$ cat src/rtl/uart_pkg.sv
// rtl/uart_pkg.sv - UART register map, STATUS layout, frame states; UART_TX_PARITY_EN adds PARITY
`ifndef UART_PKG_SV
`define UART_PKG_SV

`define UART_DIV(clk_freq, baud) ((clk_freq) / (baud))

package uart_pkg;

  localparam logic [1:0] UART_REG_TXDATA = 2'd0;
  localparam logic [1:0] UART_REG_STATUS = 2'd1;

  localparam int UART_ST_EMPTY    = 1;
  localparam int UART_ST_FULL     = 2;
  localparam int UART_ST_BUSY     = 3;
  localparam int UART_ST_OVERFLOW = 4;

  typedef enum logic [2:0] {
    TX_IDLE   = 3'd0,
    TX_START  = 3'd1,
    TX_DATA   = 3'd2,
    TX_STOP   = 3'd3
`ifdef UART_TX_PARITY_EN
    ,
    TX_PARITY = 3'd4
`endif
  } tx_state_e;

endpackage

`endif

$ cat src/rtl/uart_tx_fifo.sv
// rtl/uart_tx_fifo.sv - synchronous FIFO; a push on a full FIFO succeeds only alongside a pop
module uart_tx_fifo #(
  parameter int WIDTH = 8,
  parameter int DEPTH = 16,
  localparam int AW = $clog2(DEPTH)
) (
  input  logic             clk_i,
  input  logic             reset_i,
  input  logic             push_i,
  input  logic             pop_i,
  input  logic [WIDTH-1:0] wdata_i,
  output logic [WIDTH-1:0] rdata_o,
  output logic             full_o,
  output logic             empty_o,
  output logic [AW:0]      count_o
);

  logic [WIDTH-1:0] mem_q [DEPTH];
  logic [AW-1:0]    wptr_q, rptr_q;
  logic [AW:0]      count_q, count_d;
  logic             do_push, do_pop;

  assign empty_o = (count_q == '0);
  assign full_o  = (count_q == (AW+1)'(DEPTH));
  assign count_o = count_q;
  assign rdata_o = mem_q[rptr_q];

  assign do_pop  = pop_i && !empty_o;
  assign do_push = push_i && (!full_o || do_pop);

  always_comb begin
    count_d = count_q + {{AW{1'b0}}, do_push} - {{AW{1'b0}}, do_pop};
  end

  always_ff @(posedge clk_i) begin
    if (do_push) mem_q[wptr_q] <= wdata_i;
  end

  // Pointers wrap naturally since DEPTH is a power of two.
  always_ff @(posedge clk_i) begin
    if (reset_i) begin
      wptr_q  <= '0;
      rptr_q  <= '0;
      count_q <= '0;
    end else begin
      if (do_push) wptr_q <= wptr_q + 1'b1;
      if (do_pop)  rptr_q <= rptr_q + 1'b1;
      count_q <= count_d;
    end
  end

endmodule

$ cat src/rtl/uart_tx_controller.sv
// rtl/uart_tx_controller.sv - bus-mapped UART transmitter, 8N1 (8E1 with UART_TX_PARITY_EN)
module uart_tx_controller
  import uart_pkg::*;
#(
  parameter int CLK_FREQ   = 27000000,
  parameter int BAUD       = 115200,
  parameter int FIFO_DEPTH = 16
) (
  input  logic        clk,
  input  logic        reset,
  input  logic        ren,
  input  logic        wen,
  input  logic [1:0]  address,
  input  logic [31:0] data_in,
  output logic [31:0] data_out,
  output logic        uart_tx
);

  localparam int DIV = `UART_DIV(CLK_FREQ, BAUD);
  localparam int BW  = $clog2(DIV);
  localparam int AW  = $clog2(FIFO_DEPTH);

  tx_state_e       state_q, state_d;
  logic [BW-1:0]   baud_q, baud_d;
  logic [2:0]      bit_q, bit_d;
  logic [7:0]      shift_q, shift_d;
  logic            ovf_q, ovf_d;
  logic [31:0]     data_out_q, status;
  logic            pop, tx_line, bit_end;
  logic            wr_tx, rd_status, drop;
  logic [7:0]      fifo_rdata;
  logic            fifo_full, fifo_empty;
  logic [AW:0]     fifo_count;
  logic            unused_data;
`ifdef UART_TX_PARITY_EN
  logic            par_q, par_d;
`endif

  assign unused_data = ^data_in[31:8];

  assign wr_tx     = wen && (address == UART_REG_TXDATA);
  assign rd_status = ren && (address == UART_REG_STATUS);
  assign drop      = wr_tx && fifo_full && !pop;

  uart_tx_fifo #(
    .WIDTH (8),
    .DEPTH (FIFO_DEPTH)
  ) u_fifo (
    .clk_i   (clk),
    .reset_i (reset),
    .push_i  (wr_tx),
    .pop_i   (pop),
    .wdata_i (data_in[7:0]),
    .rdata_o (fifo_rdata),
    .full_o  (fifo_full),
    .empty_o (fifo_empty),
    .count_o (fifo_count)
  );

  assign bit_end = (baud_q == BW'(DIV - 1));

  always_comb begin
    state_d = state_q;
    baud_d  = baud_q + 1'b1;
    bit_d   = bit_q;
    shift_d = shift_q;
    pop     = 1'b0;
    tx_line = 1'b1;
`ifdef UART_TX_PARITY_EN
    par_d   = par_q;
`endif
    case (state_q)
      TX_IDLE: begin
        baud_d = '0;
        if (!fifo_empty) begin
          pop     = 1'b1;
          shift_d = fifo_rdata;
          state_d = TX_START;
`ifdef UART_TX_PARITY_EN
          par_d   = ^fifo_rdata;
`endif
        end
      end
      TX_START: begin
        tx_line = 1'b0;
        if (bit_end) begin
          state_d = TX_DATA;
          baud_d  = '0;
          bit_d   = '0;
        end
      end
      TX_DATA: begin
        tx_line = shift_q[0];
        if (bit_end) begin
          baud_d  = '0;
          shift_d = {1'b0, shift_q[7:1]};
          if (bit_q == 3'd7) begin
`ifdef UART_TX_PARITY_EN
            state_d = TX_PARITY;
`else
            state_d = TX_STOP;
`endif
          end else begin
            bit_d = bit_q + 1'b1;
          end
        end
      end
`ifdef UART_TX_PARITY_EN
      TX_PARITY: begin
        tx_line = par_q;
        if (bit_end) begin
          state_d = TX_STOP;
          baud_d  = '0;
        end
      end
`endif
      TX_STOP: begin
        if (bit_end) begin
          state_d = TX_IDLE;
          baud_d  = '0;
        end
      end
      default: begin
        state_d = TX_IDLE;
        baud_d  = '0;
      end
    endcase
  end

  // A drop in the same cycle as a STATUS read leaves overflow set.
  always_comb begin
    ovf_d = ovf_q;
    if (rd_status) ovf_d = 1'b0;
    if (drop)      ovf_d = 1'b1;
  end

  always_comb begin
    status                   = '0;
    status[UART_ST_EMPTY]    = (fifo_count == '0);
    status[UART_ST_FULL]     = (fifo_count == (AW+1)'(FIFO_DEPTH));
    status[UART_ST_BUSY]     = (state_q != TX_IDLE);
    status[UART_ST_OVERFLOW] = ovf_q;
  end

  always_ff @(posedge clk) begin
    if (reset) begin
      state_q    <= TX_IDLE;
      baud_q     <= '0;
      bit_q      <= '0;
      shift_q    <= '0;
      ovf_q      <= 1'b0;
      data_out_q <= '0;
`ifdef UART_TX_PARITY_EN
      par_q      <= 1'b0;
`endif
    end else begin
      state_q <= state_d;
      baud_q  <= baud_d;
      bit_q   <= bit_d;
      shift_q <= shift_d;
      ovf_q   <= ovf_d;
`ifdef UART_TX_PARITY_EN
      par_q   <= par_d;
`endif
      if (ren) data_out_q <= rd_status ? status : 32'd0;
    end
  end

  assign data_out = data_out_q;
  assign uart_tx  = tx_line;

endmodule

$ cat config.mk
export PLATFORM = sky130hd
export DESIGN_NAME = uart_tx_controller
export DESIGN_NICKNAME = d
export VERILOG_FILES = /design/src/rtl/uart_pkg.sv /design/src/rtl/uart_tx_fifo.sv /design/src/rtl/uart_tx_controller.sv
export SDC_FILE = /design/constraint.sdc
export NUM_CORES = 1
export LEC_CHECK = 0
export CAP_MARGIN = 20
export CELL_PAD_IN_SITES_DETAIL_PLACEMENT = 1
export CELL_PAD_IN_SITES_GLOBAL_PLACEMENT = 1
export CORE_MARGIN = 1
export CORE_UTILIZATION = 47
export DETAILED_ROUTE_END_ITERATION = 6
export PLACE_DENSITY = 0.87
export SKIP_LAST_GASP = 1
export SYNTH_ARGS = -nofsm -noshare
export SYNTH_HDL_FRONTEND = slang
export SYNTH_SLANG_ARGS = --single-unit
$ cat constraint.sdc
create_clock -name clk -period 3.1 [get_ports clk]
set_input_delay 0.62 -clock clk [delete_from_list [all_inputs] [get_ports clk]]
set_output_delay 0.62 -clock clk [all_outputs]
set_load 0.02 [all_outputs]
Word level (Yosys, flattened, before mapping)

Memories as Yosys holds them, arrays and structs flattened. A register that Yosys moved wholly into a read port is not among the register bits.
Index checks and enable logic that the tools add are counted.
Widths: inputs -> output; s select.

Memory bits (writable): 128
Output and inout bits: 33
Word-level logic and storage cells: 74
Bits of input ports: 38
Memories: 1
Flip-flop bits (word level): 68

Bitwise logic cells: 1
Add/subtract/negate cells: 6
Reductions and logical operators: 22
Mux-type cells: 22
Equality and inequality tests: 13

Memory list:

| name         | depth | bits a word | read ports | clocked after Yosys merged registers in | write ports | RTL line           | RTL |
|---|---|---|---|---|---|---|---|
| u_fifo.mem_q | 16    | 8           | 1          | 1                                       | 1           | uart_tx_fifo.sv:18 | `logic [WIDTH-1:0] mem_q [DEPTH];` |

Operator list:

| cell                | count |
|---|---|
| $mux 3              | 7 |
| $mux 8              | 2 |
| $pmux 8 s2          | 1 |
| $ne 2x2->1 const B  | 6 |
| $pmux 3 s4          | 1 |
| $add 4x1->4 const B | 2 |
| $add 8x1->8 const B | 1 |
| $eq 8x8->1 const B  | 1 |
| $mux 4              | 2 |
| $eq 3x2->1 const B  | 2 |
| $logic_and 1x1->1   | 6 |
| $mux 1              | 6 |
| $pmux 3 s2          | 1 |
| $reduce_bool 2->1   | 3 |
| $reduce_or 3->1     | 2 |
| $add 5x1->5         | 1 |
| $eq 5x5->1 const B  | 1 |
| $logic_not 5->1     | 1 |
| $mux 5              | 1 |
| $reduce_and 5->1    | 1 |
| $sub 5x1->5         | 1 |
| $reduce_and 4->1    | 1 |
| $add 3x1->3 const B | 1 |
| $eq 3x1->1 const B  | 1 |
| 10 further kinds    | 12 |

Longest topological paths before layout

Gate-level depths: netlist (run 1).

Depth in word-level cells: 8
Mapped depth: 13
Depth with buffers taken out: 13

By module

A second synthesis (run 1) with hierarchy kept.

Cell total of the unflattened synthesis: 486
Area, all modules: 7360.8 um2

By module, submodules not included:

| module             | cells each | area an instance (um2) | sequential area each (um2) | times used |
|---|---|---|---|---|
| uart_tx_fifo       | 309        | 5819.3                 | 4184.0                     | 1 |
| uart_tx_controller | 177        | 1541.5                 | 520.5                      | 1 |

Worst setup path after synthesis (run 1)

Ideal clock, no wire load.

Kind: in2reg
From: input port address[0]
To: register u_fifo.count_q[4] (netlist: u_fifo.count_o[4])
Path buffers: 1
Setup time: 131 ps
Arrival time: 2348 ps
Data required time: 2969 ps
Slack: 621 ps
Cell stages on the path: 10
Cells stage by stage: nor3b_1 o21a_1 clkbuf_1 ha_1 inv_1 fa_1 nor2b_1 o21bai_1 a21oi_1 nor3b_1

Longest elaborated chain between the ends: 5

Ends and longest elaborated chain:

| item                 | RTL line                 | RTL |
|---|---|---|
| start, declared      | uart_tx_controller.sv:13 | `input logic [1:0] address,` |
| $logic_not 2->1      | uart_tx_controller.sv:41 | `assign wr_tx = wen && (address == UART_REG_TXDATA);` |
| $logic_and 1x1->1    | uart_tx_controller.sv:41 |  |
| $logic_and 1x1->1    | uart_tx_fifo.sv:29       | `assign do_push = push_i && (!full_o \|\| do_pop);` |
| via u_fifo.do_push   | uart_tx_fifo.sv:21       | `logic do_push, do_pop;` |
| $add 5x1->5          | uart_tx_fifo.sv:32       | `count_d = count_q + {{AW{1'b0}}, do_push} - {{AW{1'b0}}, do_pop};` |
| $sub 5x1->5          | uart_tx_fifo.sv:32       |  |
| end signal, assigned | uart_tx_fifo.sv:48       | `count_q <= count_d;` |
| end, declared        | uart_tx_fifo.sv:20       | `logic [AW:0] count_q, count_d;` |

The timed path passes the listed nets, and every way through them passes these cells.
A chain may end at the register's enable or synchronous reset.

Worst setup path after layout (run 1)

From: register state_q[0]
To: output port uart_tx

Longest elaborated chain between the ends: 2
Elaborated cells between the ends (all ways): 3
Classes of those cells: eq/ne: 2; mux: 1

Ends and longest elaborated chain:

| item                                     | RTL line                  | RTL |
|---|---|---|
| start, declared                          | uart_tx_controller.sv:23  | `tx_state_e state_q, state_d;` |
| start signal, assigned                   | uart_tx_controller.sv:157 | `state_q <= state_d;` |
| $eq 3x2->1 or $eq 3x1->1 (tied branches) | uart_tx_controller.sv:72  | `case (state_q)` |
| $pmux 1 s2 (*)                           | uart_tx_controller.sv:72  |  |
| end, declared                            | uart_tx_controller.sv:16  | `output logic uart_tx` |

Every way passes the cells marked *; elsewhere a longest branch is shown, timed or not.

==> results.json, run 1 <==
{
  "finish.instance_area_sq_um": 8260,
  "syn_inst": 501,
  "switching_share_pct": 29.78,
  "post-route-period-util_pct": 89.22,
  "first_iter_violations": 350,
  "grt_setup_unrepaired": "no",
  "slew_headroom_pct": 46.14,
  "rows": 45,
  "post_cts_hold_buffer_count": 0,
  "initial_core_util_pct": 48.00,
  "grt_pass1_vias": 4488,
  "area_delta_synth_final_pct": 13.63,
  "totalWireLength_um": 16320,
  "yosys_warnings": 0,
  "cp_slowest_cell": "clkdlybuf4s50_1",
  "route.detailed.drc": 0,
  "cts_tree": "done",
  "worstMarginPinSlew_ns": 0.8068,
  "cp-start-kind": "flop",
  "cts.repair.resized": 0,
  "n_fill_cell": 1455,
  "clock.fmax_mhz": 361.6,
  "cts_sinks": 171,
  "clk-insertion-delay-late_ns": 0.43,
  "vias": 4215,
  "dp_cells": 711,
  "port_buffers": 18,
  "outcome": "complete, no violations",
  "post-route-min-period_ns": 2.766,
  "placed_area_sq_um": 7679,
  "synth-edff-count": 128,
  "worst-setup-path-type": "reg -> out",
  "regArea_sq_um": 4706,
  "gp_congestion": 0.8140,
  "p_int_uw": 4486,
  "via_per_inst": 5.688,
  "p_leak_uw": 0.002895,
  "die_h_um": 126.4,
  "seqPwrFrac_pct": 43.1,
  "h-tree-depth": 4,
  "cts_setup_buffers": 0,
  "wl_per_cell_um": 22.02,
  "switchingPower_uw": 1903,
  "pin_count": 71,
  "clock_skew_ns": 0.01392,
  "comb_power_share_pct": 23.8,
  "critPathRequiredTime_ns": 2.48,
  "cap_viol_max_count": 0,
  "grt_pass1_wl_um": 25650,
  "p_clk_share_pct": 33.1,
  "power.density_nw_per_um2": 773.4,
  "ir_drop_uv": 783.4,
  "final_core_util_pct": 54.54,
  "cts_made_buffers": 17,
  "cp.arrival_ns": 2.15,
  "clkTransAtPathRegs_ns": 0.07,
  "path_delay_family": "buffers and inverters",
  "setup_tns_ns": 0,
  "path_buf_inv": 3,
  "grtUsageTotal_pct": 22.11,
  "synth.avg_cell_area_sq_um": 14.51,
  "ys_seq_elements": 171,
  "synth_area_sq_um": 7269,
  "die_area_sq_um": 15970,
  "fin_cells": 741,
  "multiInputGateArea_sq_um": 2302,
  "ys_seq_area_share_pct": 64.72,
  "worst_hold_path_type": "reg -> reg",
  "dp_hpwl_um": 11160,
  "hold_viol": 0,
  "crit_chain": "inv_1 -> ha_1 -> inv_1 -> nor2_1 -> a21oi_1 -> clkdlybuf4s50_1",
  "die_w_um": 126.4,
  "layout.nets": 600,
  "drive_above_1_share_pct": 15.01,
  "clockRootBuffer": "clkbuf_16",
  "grt_overflow": 0,
  "async_reset_ff_share_pct": 0,
  "coreArea_sq_um": 15150,
  "endpoint_kind": "output port",
  "synthFlopType": "edfxtp_1",
  "slew_viol_final": 0,
  "cpMostUsedCell": "inv_1",
  "critPathMaxFanout": 7,
  "finalSetupViolations": 0,
  "drt-pass1-iter-count": 4,
  "ant_nets": 0,
  "antenna_found_initial": 0,
  "synthDistinctLibCells": 49,
  "antenna_cells": 0,
  "cts_buffer_depth": 2,
  "max_stage_delay_ns": 0.61,
  "grt_max_degree": 22
}
tightest hold or removal path, cell delays in order, from the launching register on:
cell and delay (ns):
dfxtp_1 0.31, nand2_1 0.05, a21oi_1 0.05
power by group through the flow:
| stage | clock network (uW) | logic, uW | registers, uW |
|---|---|---|---|
| floorplan | 0 | 1200 | 2680 |
| global placement | 0 | 1430 | 2790 |
| detailed placement | 0 | 1520 | 2800 |
| CTS | 2160 | 1540 | 2760 |
| global route | 2230 | 1660 | 2770 |
| finish | 2120 | 1520 | 2750 |
registers in the layout, indices dropped and copies added (netlist names), named ones only:
register / count
data_out: 4
baud_q: 8
u_fifo.mem_q: 128
u_fifo.count_o: 5
ovf_q: 1
bit_q: 3
u_fifo.wptr_q: 4
state_q: 2
u_fifo.rptr_q: 4
shift_q: 8
synthesized netlist by cell type (8+ instances only):
library cell,instances,area [sq um]
nand2_1,22,82.58
edfxtp_1,128,3844
mux2i_1,22,220.2
dfxtp_1,43,860.8
nand3_1,13,65.06
nor2_1,43,161.4
xor2_1,11,96.34
inv_1,16,60.06
o21ai_1,8,40.04
a2bb2oi_1,8,70.07
a21oi_1,10,50.05
mux4_2,25,563.0
a21o_1,10,75.07
clkbuf_1,12,45.04
buf_4,28,210.2
ha_1,19,237.7
final timing paths:
kind | start | end | slack (ns) | cells past startpoint
max reg2reg | state_q[1] | u_fifo.count_o[4] | 0.44 | 13
max | state_q[0] | uart_tx | 0.33 | 6
min | data_out[4] | data_out[4] | 0.46 | 2
min reg2reg | data_out[4] | data_out[4] | 0.46 | 2
routing by layer:
layer	vias up	global-route usage, %	part of all wire (%)
met1	2141	26.97	40
met2	140	39.10	54
met3	19	4.344	5.4
li1	1915	-	-
met4	0	7.938	1.1
met5	-	0	0
through the flow:
stage               total power [uW]  setup slack [ns]  hold slack [ns]
global route                    6662            0.1961           0.4940
CTS                             6454            0.3119           0.4668
floorplan                       3885            0.6213           0.4438
global placement                4214            0.3632           0.4426
finish                          6389            0.3342           0.4588
detailed placement              4324            0.2726           0.4577
cell type report:
class                   count  share of cell area (%)
clock inverters            13                   1.893
flip-flops and latches    171                   56.97
inverters                  16                  0.7271
well taps                 188                   2.848
multi-input cells         292                   27.87
clock buffers              17                   5.150
repair buffers             44                   4.544
kinds of logic after synthesis:
logic type / share of synthesized area, %
AOI/OAI and AO/OA: 6.696
and+or+nand+nor: 7.521
adders and majority gates: 3.546
other: 0.05159
DFF: 64.72
muxes: 10.77
buffers and inverters: 5.009
xor gates and xnor gates: 1.687
cells in the final DEF (no fill, tap or decap), types with 3 or more instances in the layout:
cell,count
nor2b_1,6
nand2_1,22
xor2_1,11
xnor2_1,3
inv_1,16
dfxtp_1,42
nand3_1,13
buf_4,26
nand4_1,7
a221o_1,7
nand2b_1,3
ha_1,19
and3_1,4
edfxtp_1,128
o21ai_1,8
o21ai_0,7
conb_1,28
mux4_2,25
a2bb2oi_1,8
inv_6,6
clkdlybuf4s50_1,18
nor3_1,6
clkbuf_16,17
mux2i_1,22
a31oi_1,7
nor2_1,43
a21o_1,10
a21oi_1,10
(Power assumes the default switching activity.)
==> inputs of run 2 (changes only) <==
--- a/config.mk
+++ b/config.mk
@@ -7,12 +7,13 @@
 export LEC_CHECK = 0
 export CAP_MARGIN = 20
 export CELL_PAD_IN_SITES_DETAIL_PLACEMENT = 1
-export CELL_PAD_IN_SITES_GLOBAL_PLACEMENT = 1
+export CELL_PAD_IN_SITES_GLOBAL_PLACEMENT = 2
 export CORE_MARGIN = 1
-export CORE_UTILIZATION = 47
+export CORE_UTILIZATION = 41
 export DETAILED_ROUTE_END_ITERATION = 6
-export PLACE_DENSITY = 0.87
+export PLACE_DENSITY = 0.88
 export SKIP_LAST_GASP = 1
 export SYNTH_ARGS = -nofsm -noshare
 export SYNTH_HDL_FRONTEND = slang
 export SYNTH_SLANG_ARGS = --single-unit
+export TNS_END_PERCENT = 30
==> results.json, run 2 (same netlist as run 1, synthesis figures left out) <==
{
  "grt_pass1_wl_um": 24410,
  "path_delay_family": "buffers and inverters",
  "cts_tree": "done",
  "wl_per_cell_um": 20.51,
  "drt-pass1-iter-count": 4,
  "grt_pass1_vias": 4458,
  "post-route-min-period_ns": 2.772,
  "grtUsageTotal_pct": 18.42,
  "top_register": "u_fifo.mem_q",
  "rr_worst_depth": 13,
  "first_iter_violations": 219,
  "gp_congestion": 0.7508,
  "grt_setup_unrepaired": "no",
  "clock_skew_ns": 0.007613,
  "top_layer": "met4",
  "cp.arrival_ns": 2.15,
  "cpMostUsedCell": "inv_1",
  "clkTransAtPathRegs_ns": 0.07,
  "reg_top3": "u_fifo.mem_q x128, baud_q x8, shift_q x8",
  "clk-insertion-delay-late_ns": 0.43,
  "clock.fmax_mhz": 360.7,
  "p_leak_uw": 0.002900,
  "worstMarginPinSlew_ns": 0.7704,
  "crit_chain": "inv_1 -> ha_1 -> inv_1 -> nor2_1 -> a21oi_1 -> clkdlybuf4s50_1",
  "power.density_nw_per_um2": 772.5,
  "area_delta_synth_final_pct": 14.65,
  "hold_viol": 0,
  "slew_headroom_pct": 48.33,
  "post-route-period-util_pct": 89.42,
  "port_buffers": 18,
  "largest_register_ff_count": 128,
  "wl_met3_um": 581,
  "max_stage_delay_ns": 0.62,
  "wl_met1_um": 6607,
  "antenna_cells": 0,
  "via_per_inst": 5.399,
  "totalWireLength_um": 16000,
  "multiInputGateArea_sq_um": 2302,
  "critPathMaxFanout": 7,
  "path_buf_inv": 3,
  "die_h_um": 135.2,
  "cap_viol_max_count": 0,
  "outcome": "complete, no violations",
  "finalSetupViolations": 0,
  "cts_setup_buffers": 0,
  "layout_common_cells": "edfxtp_1, nor2_1, dfxtp_1",
  "final_common_cell": "edfxtp_1",
  "h-tree-depth": 4,
  "cts_sinks": 171,
  "dp_hpwl_um": 10650,
  "initial_core_util_pct": 42.03,
  "vias": 4211,
  "layout.nets": 601,
  "clockRootBuffer": "clkbuf_16",
  "n_fill_cell": 1746,
  "drive_above_1_share_pct": 15.32,
  "cts_buffer_depth": 2,
  "pin_count": 71,
  "endpoint_kind": "output port",
  "dp_cells": 749,
  "worst-setup-path-type": "reg -> out",
  "met2_length_um": 8394,
  "die_w_um": 135.2,
  "grt_max_degree": 22,
  "regArea_sq_um": 4706,
  "min_path_cells": 2,
  "cts_made_buffers": 17,
  "ant_nets": 0,
  "slew_viol_final": 0,
  "cts.repair.resized": 0,
  "antenna_found_initial": 0,
  "cp-start-kind": "flop",
  "critPathRequiredTime_ns": 2.48,
  "fin_cells": 780,
  "post_cts_hold_buffer_count": 0,
  "ir_drop_uv": 475.3,
  "coreArea_sq_um": 17300,
  "cp_slowest_cell": "clkdlybuf4s50_1",
  "die_area_sq_um": 18270,
  "grt_overflow": 0,
  "worst_hold_path_type": "reg -> reg",
  "final_core_util_pct": 48.18,
  "setup_tns_ns": 0,
  "crit_cells": 6,
  "route.detailed.drc": 0,
  "rows": 48
}
==> run 2: worst reg2reg max path, cell delays in order, from the launching register on <==
cell	delay, ns
dfxtp_1	0.34
inv_1	0.07
ha_1	0.22
nor4b_1	0.16
or3_1	0.35
inv_1	0.11
a21o_1	0.09
ha_1	0.15
inv_1	0.05
fa_1	0.38
nor2b_1	0.17
o21bai_1	0.11
a21oi_1	0.16
nor3b_1	0.06
==> run 2: final timing paths <==
path / start / endpoint / slack [ns]
worst max-delay path: state_q[0] / uart_tx / 0.33
worst max register to register: u_fifo.count_o[2] / u_fifo.count_o[4] / 0.55
worst min-delay path: data_out[4] / data_out[4] / 0.46
worst min register to register: data_out[4] / data_out[4] / 0.46
==> run 2: cell type report <==
class / instances / share of cell area (%)
Clock inverter: 14 / 2.117
Multi-Input combinational cell: 292 / 27.62
Sequential cell: 171 / 56.46
Timing Repair Buffer: 45 / 4.594
Tap cell: 225 / 3.378
Inverter: 16 / 0.7206
Clock buffer: 17 / 5.104
==> run 2: routing by layer <==
metal,track usage [%],vias up
met1,22.01,2156
met3,3.666,31
met5,0,-
met2,32.08,105
li1,-,1919
met4,8.302,0
==> run 2: power by group <==
group	leakage, uW	switching (uW)	internal [uW]
combinational	0.00111	835	716
clock	0.000286	936	1220
sequential	0.00150	161	2570
==> run 2: stage by stage <==
step	power, uW	setup slack, ns	hold WS, ns	cell area, sq um
2_1_floorplan	3885	0.6213	0.4438	7371
4_1_cts	6480	0.2880	0.4712	8334
3_5_place_dp	4313	0.3010	0.4596	7732
5_1_grt	6684	0.1946	0.4954	8334
3_3_place_gp	4233	0.3590	0.4469	7732
6_report	6438	0.3278	0.4629	8334
==> inputs of run 3 (changes only) <==
--- a/config.mk
+++ b/config.mk
@@ -10,6 +10,7 @@
 export CELL_PAD_IN_SITES_GLOBAL_PLACEMENT = 2
 export CORE_MARGIN = 1
 export CORE_UTILIZATION = 41
+export CTS_CLUSTER_SIZE = 8
 export DETAILED_ROUTE_END_ITERATION = 6
 export PLACE_DENSITY = 0.88
 export SKIP_LAST_GASP = 1
==> results of run 3 <==
Final layout, timing and power as in run 2 (identical DEF).
